--- config.mk ---
export PLATFORM = sky130hd
export DESIGN_NAME = subleq_ctrl_flat
export DESIGN_NICKNAME = d
export VERILOG_FILES = /design/src/rtl/subleq_ctrl_pkg.sv /design/src/rtl/subleq_ctrl_if.sv /design/src/rtl/subleq_ctrl_alu.sv /design/src/rtl/subleq_ctrl.sv /design/src/flat_wrapper.sv
export SDC_FILE = /design/constraint.sdc
export NUM_CORES = 1
export LEC_CHECK = 0
export ABC_AREA = 1
export CORE_AREA = 2 2 95 97
export DETAILED_ROUTE_END_ITERATION = 7
export DIE_AREA = 0 0 97 99
export HOLD_SLACK_MARGIN = 0.12
export PLACE_DENSITY_LB_ADDON = 0.12
export SYNTH_ARGS = -nofsm -noshare
export SYNTH_HDL_FRONTEND = slang
export SYNTH_SLANG_ARGS = --single-unit
--- constraint.sdc ---
create_clock -name clk -period 1.8 [get_ports clk]
set_input_delay 0.36 -clock clk [delete_from_list [all_inputs] [get_ports clk]]
set_output_delay 0.36 -clock clk [all_outputs]
set_load 0.02 [all_outputs]
--- src/rtl/subleq_ctrl_pkg.sv ---
// Shared definitions for the SUBLEQ sequencer and mmio: word width, FSM state
// encoding, the reserved I/O addresses and the branch-condition helper.
package subleq_ctrl_pkg;

`ifndef WORD_SIZE
`define WORD_SIZE 8
`endif

    localparam int W = `WORD_SIZE;

    typedef logic [W-1:0] word_t;

    typedef enum logic [2:0] {
        S_FETCH_A = 3'd0,
        S_FETCH_B = 3'd1,
        S_FETCH_C = 3'd2,
        S_READ_A  = 3'd3,
        S_READ_B  = 3'd4,
        S_WRITE_B = 3'd5,
        S_HALT    = 3'd6
    } state_t;

    // Top three addresses are decoded by mmio: halt, output port, input port.
    localparam word_t ADDR_HALT = {W{1'b1}};
    localparam word_t ADDR_OUT  = ADDR_HALT - word_t'(1);
    localparam word_t ADDR_IN   = ADDR_HALT - word_t'(2);

    // SUBLEQ branches when the result is signed <= 0.
    function automatic logic is_le_zero(input word_t r);
        return r[W-1] | (r == '0);
    endfunction

endpackage

--- src/rtl/subleq_ctrl_if.sv ---
// Sequencer <-> mmio bus: access address, direction, write data, read data and
// the combinational halt request.
interface subleq_ctrl_if;
    import subleq_ctrl_pkg::*;

    word_t addr;
    logic  load;
    word_t data_out;
    word_t data_in;
    logic  halt;

    modport master (output addr, load, data_out, input data_in, halt);
    modport slave  (input addr, load, data_out, output data_in, halt);
endinterface

--- src/rtl/subleq_ctrl_alu.sv ---
// SUBLEQ arithmetic: r = vb - va (mod 2^W) plus the signed <= 0 branch flag.
module subleq_ctrl_alu
    import subleq_ctrl_pkg::*;
(
    input  word_t i_va,
    input  word_t i_vb,
    output word_t o_r,
    output logic  o_le
);
    assign o_r  = i_vb - i_va;
    assign o_le = is_le_zero(o_r);
endmodule

--- src/rtl/subleq_ctrl.sv ---
// SUBLEQ instruction sequencer: six-cycle fetch/read/write FSM driving mmio.
// Define SUBLEQ_STEP_EN to add a step input that gates each instruction.
module subleq_ctrl
    import subleq_ctrl_pkg::*;
(
    input  logic          clk,
    input  logic          rst_n,
`ifdef SUBLEQ_STEP_EN
    input  logic          step,
`endif
    subleq_ctrl_if.master bus,
    output word_t         pc,
    output logic          halted
);
    state_t r_state;
    state_t w_state_next;
    word_t  r_pc, r_a, r_b, r_c, r_va, r_vb;
    word_t  w_r;
    logic   w_le;
    logic   w_go;

`ifdef SUBLEQ_STEP_EN
    assign w_go = step;
`else
    assign w_go = 1'b1;
`endif

    subleq_ctrl_alu u_alu (
        .i_va (r_va),
        .i_vb (r_vb),
        .o_r  (w_r),
        .o_le (w_le)
    );

    always_ff @(posedge clk or negedge rst_n) begin
        if (!rst_n) begin
            r_state <= S_FETCH_A;
        end else begin
            r_state <= w_state_next;
        end
    end

    always_comb begin
        w_state_next = r_state;
        if (r_state != S_HALT && bus.halt) begin
            w_state_next = S_HALT;
        end else begin
            case (r_state)
                S_FETCH_A: if (w_go) w_state_next = S_FETCH_B;
                S_FETCH_B: w_state_next = S_FETCH_C;
                S_FETCH_C: w_state_next = S_READ_A;
                S_READ_A:  w_state_next = S_READ_B;
                S_READ_B:  w_state_next = S_WRITE_B;
                S_WRITE_B: w_state_next = S_FETCH_A;
                default:   w_state_next = S_HALT;
            endcase
        end
    end

    // A cycle that raises halt must leave every register untouched, pc included.
    always_ff @(posedge clk or negedge rst_n) begin
        if (!rst_n) begin
            r_pc <= '0;
            r_a  <= '0;
            r_b  <= '0;
            r_c  <= '0;
            r_va <= '0;
            r_vb <= '0;
        end else if (!bus.halt) begin
            case (r_state)
                S_FETCH_A: if (w_go) r_a <= bus.data_in;
                S_FETCH_B: r_b  <= bus.data_in;
                S_FETCH_C: r_c  <= bus.data_in;
                S_READ_A:  r_va <= bus.data_in;
                S_READ_B:  r_vb <= bus.data_in;
                S_WRITE_B: r_pc <= w_le ? r_c : r_pc + word_t'(3);
                default:   ;
            endcase
        end
    end

    always_comb begin
        bus.addr     = '0;
        bus.load     = 1'b1;
        bus.data_out = '0;
        halted       = 1'b0;
        case (r_state)
            S_FETCH_A: bus.addr = r_pc;
            S_FETCH_B: bus.addr = r_pc + word_t'(1);
            S_FETCH_C: bus.addr = r_pc + word_t'(2);
            S_READ_A:  bus.addr = r_a;
            S_READ_B:  bus.addr = r_b;
            S_WRITE_B: begin
                bus.addr     = r_b;
                bus.load     = 1'b0;
                bus.data_out = w_r;
            end
            S_HALT:    halted = 1'b1;
            default:   ;
        endcase
    end

    assign pc = r_pc;

endmodule

--- src/flat_wrapper.sv ---
// flat-port wrapper written by rule: the top's interface ports become plain ports
module subleq_ctrl_flat import subleq_ctrl_pkg::*;
  (clk, rst_n, pc, halted, bus_addr, bus_load, bus_data_out, bus_data_in, bus_halt);
  subleq_ctrl_if bus_i ();
  input  logic clk;
  input  logic rst_n;
  output word_t pc;
  output logic halted;
  output wire logic [$bits(bus_i.addr)-1:0] bus_addr;
  output wire logic [$bits(bus_i.load)-1:0] bus_load;
  output wire logic [$bits(bus_i.data_out)-1:0] bus_data_out;
  input wire logic [$bits(bus_i.data_in)-1:0] bus_data_in;
  input wire logic [$bits(bus_i.halt)-1:0] bus_halt;
  assign bus_addr = bus_i.addr;
  assign bus_load = bus_i.load;
  assign bus_data_out = bus_i.data_out;
  assign bus_i.data_in = bus_data_in;
  assign bus_i.halt = bus_halt;
  subleq_ctrl u_core (.clk(clk), .rst_n(rst_n), .bus(bus_i), .pc(pc), .halted(halted));
endmodule
# ---- Yosys cells after proc, flatten, opt, wreduce, memory -nomap -nowiden
# Index checks and enable logic that the tools add are counted.
dict set report word_totals {
  reg_bits 51
  latchBits 0
  ram_bits 0
  mem_bits_ro 0
  in_bits 11
  wordCells 37
  mem_count 0
}
dict set report classes {
  addsub 4
  mul 0
  n_div 0
  n_lt_le_gt_ge 0
  eq_ne 7
  n_shift 0
  n_mux 7
  bitwise 2
  n_reduce_logical 10
}
# op n
set op_table {}
lappend op_table {{8-bit case mux with 5 select lines} 1}
lappend op_table {{3-bit case mux with 6 select lines} 1}
lappend op_table {{8-bit by 2-bit adder with 8-bit output, second input constant} 2}
lappend op_table {{8-bit 2-to-1 mux} 2}
lappend op_table {{2-bit AND reduction} 6}
lappend op_table {{3-bit == test, second input constant} 3}
lappend op_table {{8-bit by 1-bit adder with 8-bit output, second input constant} 1}
lappend op_table {{8-bit logical NOT} 1}
lappend op_table {{8-bit subtractor} 1}
lappend op_table {{3-bit by 2-bit == test with 1-bit output, second input constant} 2}
lappend op_table {{3-bit by 1-bit == test with 1-bit output, second input constant} 1}
lappend op_table {{3-bit logical NOT} 1}
lappend op_table {{3-bit 2-to-1 mux} 1}
lappend op_table {{3-bit != test, second input constant} 1}
lappend op_table {{1-bit 2-to-1 mux} 2}
lappend op_table {{2-bit OR reduction} 1}
lappend op_table {{1-bit logical AND} 1}
lappend op_table {{1-bit inverter} 1}
lappend op_table {{1-bit OR} 1}

# ---- Logic depth before layout (Yosys ltp)
dict set report logic_depth {
  word_depth 4
  mapped_depth 15
}

# ---- By module
# Synthesis repeated with hierarchy kept, for this count alone.
dict set report hier_totals {
  hier_cells 452
  hier_area_um2 3166.8
}
# module instances cells_each area_each_um2
set modules_own_cells {}
lappend modules_own_cells {subleq_ctrl 1 366 2706.3}
lappend modules_own_cells {subleq_ctrl_alu 1 86 460.4}

# ---- Least setup slack after synthesis
# Ideal clock, no wire load.
dict set report synth_path {
  kind {reg2out}
  from {reg u_core.r_state[1]}
  to {out bus_addr[2]}
  arrival_ns 1.691
  required_time_ns 1.440
  setup_slack_ns -0.251
  stages_incl_launch_ff 6
  n_path_buf 0
  path_cell_list {dfrtp_1 > nor2_1 > inv_2 > nor2_4 > inv_2 > o311ai_0}
}
dict set report synth_via {
  elab_chain_cells 3
  elab_cells_between_ends 8
  cone_classes {5 x eq/ne; 1 x mux; 2 x reduce/logical}
}
# element line
set synth_rtl {}
lappend synth_rtl {{from (decl)} subleq_ctrl.sv:15} ;# state_t r_state;
lappend synth_rtl {{from (signal assigned)} subleq_ctrl.sv:39} ;# r_state <= w_state_next;
lappend synth_rtl {{3-bit == test} subleq_ctrl.sv:87} ;# case (r_state)
lappend synth_rtl {{2-bit OR reduction (no source line)} -}
lappend synth_rtl {{8-bit case mux with 5 select lines *} subleq_ctrl.sv:87}
lappend synth_rtl {{to (decl)} flat_wrapper.sv:9} ;# output wire logic [$bits(bus_i.addr)-1:0] bus_addr;
# Every way passes the cells marked *; elsewhere a longest branch is shown, timed or not.

# ---- Worst setup path in the final report
dict set report layout_path {
  from {reg u_core.r_vb[0]}
  to {out bus_data_out[4]}
}
dict set report layout_via {
  elab_chain_cells 2
}
# element line
set layout_rtl {}
lappend layout_rtl {{from (decl)} subleq_ctrl.sv:17} ;# word_t r_pc, r_a, r_b, r_c, r_va, r_vb;
lappend layout_rtl {{from (signal assigned)} subleq_ctrl.sv:75} ;# S_READ_B: r_vb <= bus.data_in;
lappend layout_rtl {{8-bit subtractor} subleq_ctrl_alu.sv:10} ;# assign o_r = i_vb - i_va;
lappend layout_rtl {{8-bit 2-to-1 mux} subleq_ctrl.sv:87}
lappend layout_rtl {{to (decl)} flat_wrapper.sv:11} ;# output wire logic [$bits(bus_i.data_out)-1:0] bus_data_out;
# Every way passes these cells.

==> summary.txt <==
Critical path
  – Cell Chain, Critical Path: inv_2 -> ha_4 -> inv_2 -> fa_2 -> buf_4 -> nand3_1 -> nand3_2 -> a21oi_2 -> buf_4
  – Worst setup SP type: flop
  – Critical Path AT: around 1900 ps
  – Worst r2r src: u_core.r_vb[0]
  – CP max-delay cell: dfrtp_1
  – Critical Path Source: u_core.r_vb[0]
  – Critical path class: flop to primary output
  – Worst Path Max Fanout: 3
  – CP required: between 1000 and 1500 ps
  – Worst setup EP type: primary output
  – Critical path's largest stage delay: 400 ps

Routing
  – Drt first-iter violations: about 100
  – Pre-Repair DR Iteration Count: 4
  – Final WL: approximately 9000 µm
  – Routed wire per std cell: 14.4 µm
  – Via Count: 3,033
  – Vias per cell: ~4.8
  – DRC viols: 0
  – Routed Antenna Nets: 0

Power and ir drop
  – VDD IR-drop max: 279 µV
  – P_leak: approximately 0.0023 µW
  – Power per standard cell area: roughly 400 mW/mm²

Die
  – Core Area: between 0.008 and 0.009 mm²
  – Die X: approximately 97 µm
  – Starting Density: 0.355
  – DIE AREA: 0.00960 mm²
  – Num rows: 34
  – Num ports: 37
  – Vert. Die Dim: around 99 µm

Clock tree
  – CTS Buf Count: 5
  – CTS root buf: clkbuf_8
  – Depth of the CTS H-tree: 2
  – Skew-Pair Late Insertion Delay: between 300 and 400 ps
  – Sink Count: 51
  – Clock Path Buffers: 2
  – Worst-path clk slew: 100 ps
  – CTS tree: yes

Yosys
  – Post-synth EDFFs: 0
  – Post-Syn Instances: about 400
  – Seq cells post-synth: 51
  – Ys flop type: dfrtp_1
  – Ys Warns: 0
  – Seq/Total Area, Yosys: 0.421
  – Syn Area/Cell: 7.56 µm²
  – Synthesized Nets: ~430
  – Async SR Flop Fraction: 1.00
  – Yosys cell types: 31
  – Post-Syn Area: 0.00303 mm²

STA
  – Final setup violation count: 25
  – Clock skew: 6.98 ps
  – FMAX: 0.436 GHz
  – Final Hold Fails: 0
  – Worst-Margin Slew: 314 ps
  – Final min period: approximately 2300 ps
  – Setup TNS: -8540 ps
  – Worst setup margin: -493 ps
  – Max-slew headroom: 0.790
  – Max-slew violations: 0
  – Unrepaired setup endpoints after global routing: yes
  – Final Cycle Share: 1.27

Run status
  – Failing checks: setup timing
  – Status: finished with violations

Final layout
  – Layout cells sized above 1: 0.447
  – Core Util, Final: 0.564
  – Most frequent cells in the layout: nand2_1, buf_4, dfrtp_1
  – Final net count: about 550
  – Area Growth Syn to Fin: 59.1%
  – Commonest non-fill, non-tap cell in the layout: nand2_1
  – Fill count: 793
  – Ant. Diodes: 0

Global routing
  – Vias in the first global route: about 3,100
  – Initial antenna violation count: 0
  – Total gr overflow: 0
  – Largest net degree at the start of global routing: 52
  – First-pass GRT wire length: 14,700 µm
  – Total GRT Usage: 0.189

Flow run
  – Max Cap Violations: 0

Min path
  – Min-delay worst type: flop to flop
  – Hold Startpoint: u_core.r_c[6]

Placement
  – Final HPWL DP: 6250 µm
  – I/O Buffers: 36
  – Pre-CTS setup slack: -707 ps
  – GPL Wtd Cong: slightly above 0.9
cell usage after synthesis (3+ instances only):
cell | instances | area share
ha_1 | 12 | 0.050
xor2_1 | 7 | 0.020
nor2_4 | 3 | 0.011
inv_2 | 7 | 0.0087
nand3_1 | 33 | 0.054
dfrtp_1 | 51 | 0.42
nor2_1 | 21 | 0.026
o21ai_0 | 37 | 0.061
buf_2 | 3 | 0.0049
o21ai_1 | 5 | 0.0082
a21oi_1 | 10 | 0.017
nand2_1 | 122 | 0.15
inv_1 | 55 | 0.068
o21ai_2 | 8 | 0.023
nand4_1 | 6 | 0.012
metal layers:
layer	wire (µm)	GRT usage	part of all wire
met5	0	0	0
met4	180	0.0618	0.020
met3	282	0.0312	0.031
met2	4400	0.318	0.48
met1	4230	0.249	0.46
sequential cells by signal, indices dropped and copies added, names as in the netlist:
name            flops
u_core.r_c          8
u_core.r_vb         8
u_core.r_b          8
u_core.r_va         8
u_core.pc           8
u_core.r_state      3
u_core.r_a          8
critical path, delay by kind of cell (launching register included):
family,cells,cell delay (ps)
AOI/OAI and AO/OA,1,150
adders and majority gates,2,480
buffers and inverters,4,420
DFF,1,400
and+or+nand+nor,2,170
timing repair:
item                                    4_1_cts  5_1_grt
hold endpoints to repair                     51        0
endpoints found under the setup margin       29       29
hold buffers                                  1        0
pin swaps                                    26       18
cloned                                        1        1
resized for setup                           173       76
setup buffers                                 8        9
cell type report:
class	instances	area [µm²]	area share
Multi-Input combinational cell	283	1980	0.410
Tap cell	108	135	0.0280
Sequential cell	51	1280	0.265
Timing Repair Buffer	118	1080	0.224
Clock inverter	3	23.8	0.00493
Inverter	62	248	0.0513
Clock buffer	5	68.8	0.0143
Timing Repair inverter	1	11.3	0.00233
stage by stage:
step	cells	cell area [µm²]	total power, µW	hold slack (ps)
after floorplan	401	3060	1180	64.4
after global placement	603	4040	1240	375
after detailed placement	603	4040	1240	373
after CTS	621	4500	1940	493
after global routing	631	4830	2010	521
final	631	4830	1920	494
logic make-up (layout without fill, tap and decap cells):
logic type      count (synthesis)  in the layout  share of synthesized area
simple gates                  195            196                      0.285
buf+inv                        68            189                     0.0903
compound gates                 67             67                      0.127
flops                          51             51                      0.421
fa+ha+maj                      13             13                     0.0561
xor+xnor                        7              7                     0.0202
worst paths after layout:
path / end / slack (ps) / depth (start not counted)
max: bus_data_out[4] / -490 / 9
min: u_core.r_c[6] / 490 / 2
max reg2reg: u_core.pc[1] / -410 / 17
min reg2reg: u_core.r_c[6] / 490 / 2
max in group asynchronous: u_core.pc[1] / 990 / 3
min in group asynchronous: u_core.r_state[0] / 550 / 3
power breakdown:
part           total (µW)  switching [µW]  internal (µW)
Sequential           1140               0           1140
Clock                 705             423            282
Combinational        72.8            45.9           26.8
Total                1920             469           1450
(Power assumes the default switching activity.)
